[src/rtl/mdu_pkg.sv]
// Shared op encoding, FSM state type and small decode helpers for the multiply/divide unit.
package mdu_pkg;

  typedef enum logic [1:0] {
    OP_MULT  = 2'b00,
    OP_MULTU = 2'b01,
    OP_DIV   = 2'b10,
    OP_DIVU  = 2'b11
  } op_e;

  typedef enum logic [1:0] {
    S_IDLE = 2'b00,
    S_CALC = 2'b01,
    S_FIX  = 2'b10,
    S_DONE = 2'b11
  } state_e;

  function automatic logic op_is_div(input op_e o);
    return o[1];
  endfunction

  function automatic logic op_is_signed(input op_e o);
    return ~o[0];
  endfunction

endpackage

[src/rtl/mdu_divider.sv]
// Restoring divider on unsigned magnitudes: one quotient bit per step, WIDTH steps per divide.
module mdu_divider
  import mdu_pkg::*;
#(
  parameter int WIDTH = 32
) (
  input  logic             clock,
  input  logic             reset,
  input  logic             load,
  input  logic             step,
  input  logic [WIDTH-1:0] dividend,
  input  logic [WIDTH-1:0] divisor,
  output logic [WIDTH-1:0] quotient,
  output logic [WIDTH-1:0] remainder
);

  logic [WIDTH-1:0] rem_q, rem_d, quo_q, quo_d, dvs_q, dvs_d;
  logic [WIDTH:0]   trial;

  // A borrow out of the trial subtraction means the divisor did not fit this step.
  assign trial = {rem_q, quo_q[WIDTH-1]} - {1'b0, dvs_q};

  always_comb begin
    rem_d = rem_q;
    quo_d = quo_q;
    dvs_d = dvs_q;
    if (load) begin
      rem_d = '0;
      quo_d = dividend;
      dvs_d = divisor;
    end else if (step) begin
      if (trial[WIDTH]) begin
        rem_d = {rem_q[WIDTH-2:0], quo_q[WIDTH-1]};
        quo_d = {quo_q[WIDTH-2:0], 1'b0};
      end else begin
        rem_d = trial[WIDTH-1:0];
        quo_d = {quo_q[WIDTH-2:0], 1'b1};
      end
    end
  end

  always_ff @(posedge clock or negedge reset) begin
    if (!reset) begin
      rem_q <= '0;
      quo_q <= '0;
      dvs_q <= '0;
    end else begin
      rem_q <= rem_d;
      quo_q <= quo_d;
      dvs_q <= dvs_d;
    end
  end

  assign quotient  = quo_q;
  assign remainder = rem_q;

endmodule

[src/rtl/mult_div_unit.sv]
// Iterative multiply/divide unit with HI/LO result registers; one operand bit per CALC cycle.
// Signed MULT/DIV only when MDU_SIGNED_EN is defined; otherwise every op is unsigned.
module mult_div_unit
  import mdu_pkg::*;
#(
  parameter int WIDTH = 32
) (
  input  logic             clock,
  input  logic             reset,
  input  logic             start,
  input  logic [1:0]       op,
  input  logic [WIDTH-1:0] a,
  input  logic [WIDTH-1:0] b,
  output logic             busy,
  output logic             done,
  output logic [WIDTH-1:0] hi,
  output logic [WIDTH-1:0] lo,
  output logic             div_zero
);

  localparam int CW = $clog2(WIDTH) + 1;

  state_e             state_q, state_d;
  logic [CW-1:0]      cnt_q, cnt_d;
  logic               is_div_q, is_div_d, div0_q, div0_d;
  logic               done_q, done_d, div_zero_q, div_zero_d;
  logic [WIDTH-1:0]   mcand_q, mcand_d, acc_q, acc_d, mplr_q, mplr_d;
  logic [WIDTH-1:0]   hi_q, hi_d, lo_q, lo_d;
  logic [WIDTH-1:0]   a_mag, b_mag, quo, rem, quo_fix, rem_fix;
  logic [WIDTH:0]     sum;
  logic [2*WIDTH-1:0] prod, prod_fix;
  logic               accept, start_div0;
  op_e                op_in;

  assign op_in      = op_e'(op);
  assign accept     = start && (state_q == S_IDLE || state_q == S_DONE);
  assign start_div0 = op_is_div(op_in) && (b == '0);

`ifdef MDU_SIGNED_EN
  logic a_neg, b_neg, qneg_q, qneg_d, rneg_q, rneg_d;

  assign a_neg  = op_is_signed(op_in) & a[WIDTH-1];
  assign b_neg  = op_is_signed(op_in) & b[WIDTH-1];
  assign a_mag  = a_neg ? -a : a;
  assign b_mag  = b_neg ? -b : b;
  assign qneg_d = accept ? (a_neg ^ b_neg) : qneg_q;
  assign rneg_d = accept ? a_neg : rneg_q;

  always_ff @(posedge clock or negedge reset) begin
    if (!reset) begin
      qneg_q <= 1'b0;
      rneg_q <= 1'b0;
    end else begin
      qneg_q <= qneg_d;
      rneg_q <= rneg_d;
    end
  end

  // Remainder follows the dividend's sign so quotient truncates toward zero.
  assign prod_fix = qneg_q ? -prod : prod;
  assign quo_fix  = qneg_q ? -quo : quo;
  assign rem_fix  = rneg_q ? -rem : rem;
`else
  assign a_mag    = a;
  assign b_mag    = b;
  assign prod_fix = prod;
  assign quo_fix  = quo;
  assign rem_fix  = rem;
`endif

  mdu_divider #(.WIDTH(WIDTH)) u_divider (
    .clock     (clock),
    .reset     (reset),
    .load      (accept),
    .step      (state_q == S_CALC && is_div_q),
    .dividend  (a_mag),
    .divisor   (b_mag),
    .quotient  (quo),
    .remainder (rem)
  );

  // Shift-add multiply: the multiplier register fills with low product bits as it drains.
  assign sum  = {1'b0, acc_q} + (mplr_q[0] ? {1'b0, mcand_q} : '0);
  assign prod = {acc_q, mplr_q};

  always_ff @(posedge clock or negedge reset) begin
    if (!reset) state_q <= S_IDLE;
    else        state_q <= state_d;
  end

  always_comb begin
    state_d = state_q;
    case (state_q)
      S_IDLE, S_DONE: begin
        if (start) state_d = start_div0 ? S_FIX : S_CALC;
        else       state_d = S_IDLE;
      end
      S_CALC:  if (cnt_q == CW'(WIDTH - 1)) state_d = S_FIX;
      S_FIX:   state_d = S_DONE;
      default: state_d = S_IDLE;
    endcase
  end

  always_comb begin
    busy = (state_q == S_CALC) || (state_q == S_FIX);
  end

  always_comb begin
    cnt_d      = cnt_q;
    is_div_d   = is_div_q;
    div0_d     = div0_q;
    mcand_d    = mcand_q;
    acc_d      = acc_q;
    mplr_d     = mplr_q;
    hi_d       = hi_q;
    lo_d       = lo_q;
    done_d     = (state_q == S_DONE);
    div_zero_d = div_zero_q;
    if (accept) begin
      cnt_d    = '0;
      is_div_d = op_is_div(op_in);
      div0_d   = start_div0;
      mcand_d  = a_mag;
      acc_d    = '0;
      mplr_d   = b_mag;
    end else if (state_q == S_CALC) begin
      cnt_d = cnt_q + CW'(1);
      if (!is_div_q) begin
        acc_d  = sum[WIDTH:1];
        mplr_d = {sum[0], mplr_q[WIDTH-1:1]};
      end
    end else if (state_q == S_FIX && !div0_q) begin
      if (is_div_q) begin
        hi_d = rem_fix;
        lo_d = quo_fix;
      end else begin
        hi_d = prod_fix[2*WIDTH-1:WIDTH];
        lo_d = prod_fix[WIDTH-1:0];
      end
    end
    // The flag rises with done even if a new start is taken in that same DONE cycle.
    if (state_q == S_DONE && div0_q) div_zero_d = 1'b1;
    else if (accept)                 div_zero_d = 1'b0;
  end

  always_ff @(posedge clock or negedge reset) begin
    if (!reset) begin
      cnt_q      <= '0;
      is_div_q   <= 1'b0;
      div0_q     <= 1'b0;
      mcand_q    <= '0;
      acc_q      <= '0;
      mplr_q     <= '0;
      hi_q       <= '0;
      lo_q       <= '0;
      done_q     <= 1'b0;
      div_zero_q <= 1'b0;
    end else begin
      cnt_q      <= cnt_d;
      is_div_q   <= is_div_d;
      div0_q     <= div0_d;
      mcand_q    <= mcand_d;
      acc_q      <= acc_d;
      mplr_q     <= mplr_d;
      hi_q       <= hi_d;
      lo_q       <= lo_d;
      done_q     <= done_d;
      div_zero_q <= div_zero_d;
    end
  end

  assign done     = done_q;
  assign hi       = hi_q;
  assign lo       = lo_q;
  assign div_zero = div_zero_q;

endmodule

[config.mk]
export PLATFORM = sky130hd
export DESIGN_NAME = mult_div_unit
export DESIGN_NICKNAME = d
export VERILOG_FILES = /design/src/rtl/mdu_pkg.sv /design/src/rtl/mdu_divider.sv /design/src/rtl/mult_div_unit.sv
export SDC_FILE = /design/constraint.sdc
export NUM_CORES = 1
export LEC_CHECK = 0
export ABC_AREA = 1
export CAP_MARGIN = 20
export CORE_MARGIN = 5
export CORE_UTILIZATION = 50
export CTS_CLUSTER_SIZE = 25
export DETAILED_ROUTE_END_ITERATION = 7
export GPL_ROUTABILITY_DRIVEN = 0
export PLACE_DENSITY = 0.68
export SLEW_MARGIN = 20
export SYNTH_ARGS = -nofsm -noshare
export SYNTH_HDL_FRONTEND = slang
export SYNTH_SLANG_ARGS = --single-unit
[constraint.sdc]
create_clock -name clock -period 5.5 [get_ports clock]
set_input_delay 1.1 -clock clock [delete_from_list [all_inputs] [get_ports clock]]
set_output_delay 1.1 -clock clock [all_outputs]
set_load 0.05 [all_outputs]
==> metrics.md, run 1 <==
| Metric | Value |
|---|---|
| Status | `complete, no violations` |
| Fmax | `0.2687 GHz` |
| Number of max-cap violations | `0` |
| Synthesized area | `16090 sq um` |
| Synth area leaders | `dfrtp_1, nand2_1, inv_1` |
| Critical path's slowest cell | `inv_1` |
| Leading cell type by number of instances after synthesis | `nand2_1` |
| Drt total wl | `50650 um` |
| Pwr Total | `11.28 mW` |
| Most used DFF post-synth | `dfrtp_1` |
| Most instantiated cells after synthesis | `nand2_1, inv_1, dfrtp_1` |
| Sequential share of the synthesized area | `0.4167` |
| Number of synthesized register bits | `268` |
| Drt wl/cell | `17.85 um` |
| Cell count after synthesis | `2322` |
| Synth top area share | `0.4167` |
| Die height | `189.4 um` |
| Syn nets | `2461` |
| Clk slew on worst S/H paths | `60 ps` |
| Min cycle time layout | `3722 ps` |
| Final period util | `0.6766` |
| Die area | `35870 sq um` |
| Worst path max stage delay | `660 ps` |
| Crit path max fanout | `48` |
| Layout cells sized above 1 | `0.03778` |
| Core area | `31640 sq um` |
| Placed standard-cell area | `17700 sq um` |
| Largest net degree at the start of global routing | `129` |
| Setup crit start kind | `input pin` |
| RSZ-0062 raised after global routing | `false` |
| TritonRoute pass-1 iters | `6` |
| First-pass GRT wire length | `79450 um` |
| Max Slew Vio Count | `0` |
| Hold-fix buffers, CTS | `0` |
| Worst path cell trace | `clkdlybuf4s50_1 -> nand2_2 -> clkinv_2 -> nor2_1 -> nand2_1 -> inv_1 -> o21ai_0 -> o21ai_0` |
| Antenna-violating nets left | `0` |
| TritonCTS clock tree | `done` |
| Chip Width | `189.4 um` |
| Combined buffer and inverter count along the critical path | `3` |
| Hold_ws | `480.9 ps` |
| Area Overhead vs Synth | `15.95%` |
| H-tree level count | `1` |
| Clock buffer depth | `3` |
| Clock Skew | `13.06 ps` |
| Mapped Avg Cell Area | `6.931 sq um` |
| Vias | `15420` |
| Initial antenna violation count | `0` |
| Post-route cell area | `18660 sq um` |
| Number of synthesized flops with an enable pin | `0` |
| CP arrival | `4210 ps` |
| Yosys warns | `0` |
| Vias in the first global route | `14640` |
| Worst EP required | `5980 ps` |
| Rows | `65` |
| Slew HR | `0.3289` |
| Register area | `6708 sq um` |
| Drt via density | `5.437` |
| Final hold vios | `0` |
| Post-CTS Setup Inserts | `0` |
| Worst-margin pin slew | `1000 ps` |
| Diode count | `0` |
| Worst min path class | `flop to flop` |
| Post-CTS sizing | `0` |
| Area of the multi-input gates | `7975 sq um` |
| Hpwl dp | `38900 um` |
| Total gr overflow | `0` |
| Drt drc | `0` |
| Most used cell, CP | `o21ai_0` |
| Worst-Skew Late Latency | `570 ps` |
| Crit-path leading delay family | `buffers and inverters` |
| Crit Path Category | `input pin to flop` |
| Peak VDD IR | `0.3826 mV` |
| Leak Pwr | `9.652 nW` |
| Starting Density | `0.5087` |
| Largest area contributor in the netlist | `dfrtp_1` |
| Cell Pwr Density | `604.5 nW/um^2` |
| Fill cell count | `2984` |
| Post-synth ARST share | `1.000` |
| I/O pin total | `136` |
| Fin nets | `2553` |
| CP endpoint kind | `flop` |
| Final Setup Violations | `0` |
| Unique masters post-synth | `43` |
| Final TNS setup | `0 ps` |
| Clk sinks | `268` |
| Starting DRT DRC Count | `1508` |
| Number of buffers added on ports | `134` |
| Number of buffers created by CTS | `29` |
| Root buffer cell | `clkbuf_16` |
| Aggregate global-route resource usage | `0.2778` |
metal layers:
metal / GRT usage / share of wire / up-vias
li1: - / - / 7564
met1: 0.3900 / 0.43 / 7189
met2: 0.4404 / 0.45 / 560
met3: 0.03595 / 0.069 / 111
met4: 0.1088 / 0.046 / 0
met5: 0 / 0 / -
metrics by stage:
stage               instances  worst slack [ps]    util
finish                   2837              1778  0.5898
CTS                      2837              1810  0.5898
global route             2837              1422  0.5898
floorplan                2322              2934       -
detailed placement       2785              1206  0.5596
global placement         2785              1282  0.5596
worst reg2reg max path, stage by stage, from the launching register on:
cell and delay, ps:
dfrtp_1 370, inv_1 70, ha_1 310, nand2_2 320, clkinv_2 530, nor2_1 290
nand2_1 470, inv_1 670, o21ai_0 190, o21ai_0 190
state kept, by name (all words and copies together), names as in the netlist:
name,cells
done,1
hi,32
u_divider.dvs_q,32
u_divider.quotient,32
acc_q,32
mcand_q,32
mplr_q,32
is_div_q,1
div_zero,1
cnt_q,6
state_q,2
u_divider.remainder,32
lo,32
div0_q,1
cells in the final DEF, fill, tap and decap left out, drive strengths merged:
master | netlist | routed
clkinvlp | 0 | 1
o211ai | 4 | 4
ha | 68 | 68
nor3b | 1 | 1
nor3 | 16 | 16
and3 | 2 | 2
o21a | 2 | 2
o21ai | 153 | 153
dfrtp | 268 | 268
nand2 | 886 | 886
a21oi | 86 | 86
nand3b | 1 | 1
clkdlybuf4s50 | 0 | 133
clkinv | 1 | 8
a22oi | 2 | 2
bufinv | 0 | 2
a21o | 12 | 12
buf | 25 | 12
o21bai | 3 | 3
xor2 | 4 | 4
a22o | 1 | 1
or2 | 1 | 1
inv | 282 | 283
xnor2 | 12 | 12
nor4 | 8 | 8
nand3 | 90 | 90
o31ai | 1 | 1
and2 | 6 | 6
a31oi | 96 | 96
fa | 2 | 2
nor2 | 216 | 216
clkbuf | 59 | 41
nand4 | 14 | 14
area by class of cell:
type	count	area share
clock buffer	41	0.04452
clock inverter	11	0.006772
inverter	283	0.05699
multi-input combinational	1687	0.4274
sequential	268	0.3595
tap	402	0.02695
timing repair buffer	145	0.07791
report_power, final:
part / total (mW) / internal [mW] / switching, mW
Sequential: 3.42 / 2.81 / 0.610
Clock: 1.98 / 1.15 / 0.830
Combinational: 5.89 / 1.78 / 4.11
Total: 11.3 / 5.73 / 5.55
path summary, 6_finish.rpt:
check / from / depth (start not counted) / slack [ps] / endpoint
max reg2reg: state_q[0]$_DFFE_PN0P_ / 9 / 2000 / acc_q[3]$_DFFE_PN0P_
min: mcand_q[14]$_DFFE_PN0P_ / 2 / 480 / mcand_q[14]$_DFFE_PN0P_
min in group asynchronous: reset / 1 / 620 / hi[11]$_DFFE_PN0P_
min reg2reg: mcand_q[14]$_DFFE_PN0P_ / 2 / 480 / mcand_q[14]$_DFFE_PN0P_
max: start / 8 / 1780 / acc_q[3]$_DFFE_PN0P_
max in group asynchronous: reset / 2 / 3690 / is_div_q$_DFFE_PN0P_
cell families (layout without fill, tap and decap cells):
| logic type | after synthesis | in the layout | share of synthesized area |
|---|---|---|---|
| simple gates | 1241 | 1241 | 0.3069 |
| buf+inv | 367 | 480 | 0.08848 |
| flops | 268 | 268 | 0.4167 |
| fa+ha+maj | 70 | 70 | 0.05536 |
| compound gates | 360 | 360 | 0.1239 |
| xor+xnor | 16 | 16 | 0.008708 |
(Power assumes the default switching activity.)
==> inputs of run 2 (changes only) <==
clock period = 3.6 ns   (was 5.5 ns; I/O delays follow)
==> run 2 against run 1 <==
Sequential share of layout area fell by 0.45 points. First-iteration DRC count rose by 2.2%. Via count is 1.8% higher. Count of clock-buffer cells in the layout fell by 4. Critical path depth shrank 4. Combinational power rose by 54%. Sequential cell count did not move. Die area did not move. Non-clock buffer count grew 9. Design area rose by 1.3%.
==> metrics.md, run 2 (same netlist as run 1, synthesis figures left out) <==
| Metric | Value |
|---|---|
| Die height | `189.4 um (unchanged)` |
| RSZ-0062 raised after global routing | `false` |
| Rows | `65 (unchanged)` |
| Antenna-violating nets left | `0 (unchanged)` |
| Setup WS pre-CTS | `742.6 ps (-463.0 ps)` |
| Worst reg2reg endpoint | `u_divider.remainder[19]$_DFFE_PN0P_` |
| TritonCTS clock tree | `done` |
| Crit path max fanout | `3 (-94%)` |
| Status | `complete, no violations` |
| Final Setup Violations | `0 (unchanged)` |
| Hold-fix buffers, CTS | `0 (unchanged)` |
| Starting DRT DRC Count | `1541 (+2.2%)` |
| Sequential group share of total power | `0.298 (-0.005)` |
| CP Launch Point | `state_q[0]$_DFFE_PN0P_` |
| Commonest non-fill, non-tap cell in the layout | `nand2_1` |
| Clock Skew | `12.17 ps (-0.8878 ps)` |
| Post-CTS sizing | `0 (unchanged)` |
| Clock buffer depth | `3 (unchanged)` |
| Vias | `15700 (+1.8%)` |
| Core area | `31640 sq um (unchanged)` |
| Fill cell count | `2948 (-1.2%)` |
| Net Switching | `8.596 mW (+55%)` |
| Max Slew Vio Count | `0 (unchanged)` |
| Drt total wl | `51530 um (+1.7%)` |
| First-pass GRT wire length | `80670 um (+1.5%)` |
| Reg2Reg Depth | `18 (+9)` |
| Setup crit start kind | `flop` |
| Largest net degree at the start of global routing | `129 (unchanged)` |
| Chip Width | `189.4 um (unchanged)` |
| Fmax | `0.3343 GHz` |
| Final TNS setup | `0 ps (unchanged)` |
| R2R setup slack | `700 ps (-1300 ps)` |
| RR Startpoint | `u_divider.quotient[31]$_DFFE_PN0P_` |
| Worst min path class | `input pin to asynchronous set/reset pin` |
| Final hold vios | `0 (unchanged)` |
| Area Overhead vs Synth | `17.43%` |
| Aggregate global-route resource usage | `0.2821 (+0.004289)` |
| Slew HR | `0.4690 (+0.1401)` |
| Diode count | `0 (unchanged)` |
| Crit Path Category | `flop to output port` |
| CP arrival | `2270 ps (-1940 ps)` |
| Vias in the first global route | `14620 (-0.10%)` |
| Root buffer cell | `clkbuf_16` |
| Combinational power share | `0.514 (-0.008)` |
| TritonRoute pass-1 iters | `6 (unchanged)` |
| Worst EP required | `2880 ps (-3100 ps)` |
| Number of buffers created by CTS | `31 (+6.9%)` |
| Drt drc | `0 (unchanged)` |
| Layout cells sized above 1 | `0.04412 (+0.006335)` |
| Dpl cells | `2794 (+0.32%)` |
| Cell Int Power | `9.089 mW (+59%)` |
| Leak Pwr | `9.750 nW (+1.0%)` |
| H-tree level count | `1 (unchanged)` |
| Drt via density | `5.508 (+1.3%)` |
| Worst-margin pin slew | `796.6 ps (-203.9 ps)` |
| Min cycle time layout | `2992 ps` |
| Most frequent cells in the layout | `nand2_1, inv_1, dfrtp_1` |
| Switching portion of total power | `0.4861 (-0.005646)` |
| Finished Layout Cells | `2850 (+0.46%)` |
| Hold_ws | `156.1 ps (-324.8 ps)` |
| Final Util | `0.5974 (+0.007514)` |
| Final period util | `0.8310` |
| CP endpoint kind | `output port` |
| Clk slew on worst S/H paths | `60 ps (about the same)` |
| Number of max-cap violations | `0 (unchanged)` |
| Initial antenna violation count | `0 (unchanged)` |
| Fin nets | `2564 (+0.43%)` |
| Number of buffers added on ports | `134 (unchanged)` |
| Worst Setup EP | `busy` |
| I/O pin total | `136 (unchanged)` |
| Cell Pwr Density | `935.8 nW/um^2 (+55%)` |
| Setup ws final | `608.4 ps (-1170 ps)` |
| Drt wl/cell | `18.08 um (+1.3%)` |
| Post-CTS Setup Inserts | `0 (unchanged)` |
| Total gr overflow | `0 (unchanged)` |
| Peak VDD IR | `0.7922 mV (+110%)` |
| Clock network power share | `0.189 (+0.014)` |
| Clk sinks | `268 (unchanged)` |
| Die area | `35870 sq um (unchanged)` |
| Hpwl dp | `39360 um (+1.2%)` |
| Starting Density | `0.5087 (unchanged)` |
| Worst-Skew Late Latency | `560 ps (about the same)` |
-- run 2: layout make-up --
cell class                 instances  area, sq um  area share
inverter                         283         1064     0.05628
multi-input combinational       1687         7975      0.4220
clock buffer                      37        828.3     0.04383
clock inverter                    19        249.0     0.01318
sequential                       268         6708      0.3549
tap                              402        503.0     0.02662
timing repair buffer             154         1572     0.08316
-- run 2: worst max-delay path, stage by stage (launching register included) --
cell             delay (ps)
dfrtp_1                 380
inv_1                    80
ha_1                    320
inv_1                   110
clkdlybuf4s50_1         830
-- run 2: how the worst min path moves through the flow --
stage / start / endpoint / slack (ps)
after floorplan: reset / acc_q[0]$_DFFE_PN0P_ / 420
after global placement: mcand_q[2]$_DFFE_PN0P_ / mcand_q[2]$_DFFE_PN0P_ / 470
after detailed placement: mcand_q[8]$_DFFE_PN0P_ / mcand_q[8]$_DFFE_PN0P_ / 470
after CTS: reset / acc_q[6]$_DFFE_PN0P_ / 200
after global routing: reset / hi[10]$_DFFE_PN0P_ / 220
final: reset / hi[10]$_DFFE_PN0P_ / 160
-- run 2: layer usage --
metal,up-vias,wire [um],track usage
li1,7583,-,-
met1,7427,22510,0.4037
met2,579,23030,0.4397
met3,110,3609,0.03632
met4,0,2374,0.1085
met5,-,0,0
-- run 2: power by group through the flow --
stage               Clock [mW]  Combinational (mW)  Sequential (mW)
floorplan                    0                5.09             6.21
global placement             0                8.85             5.26
detailed placement           0                9.02             5.28
CTS                       3.37                9.06             5.25
global route              3.50                10.0             5.40
finish                    3.33                9.09             5.26
-- run 2: per-stage QoR --
stage,power (mW),instance area (sq um)
floorplan,11.31,16090
global placement,14.11,17820
detailed placement,14.30,17820
CTS,17.68,18900
global route,18.91,18900
finish,17.69,18900
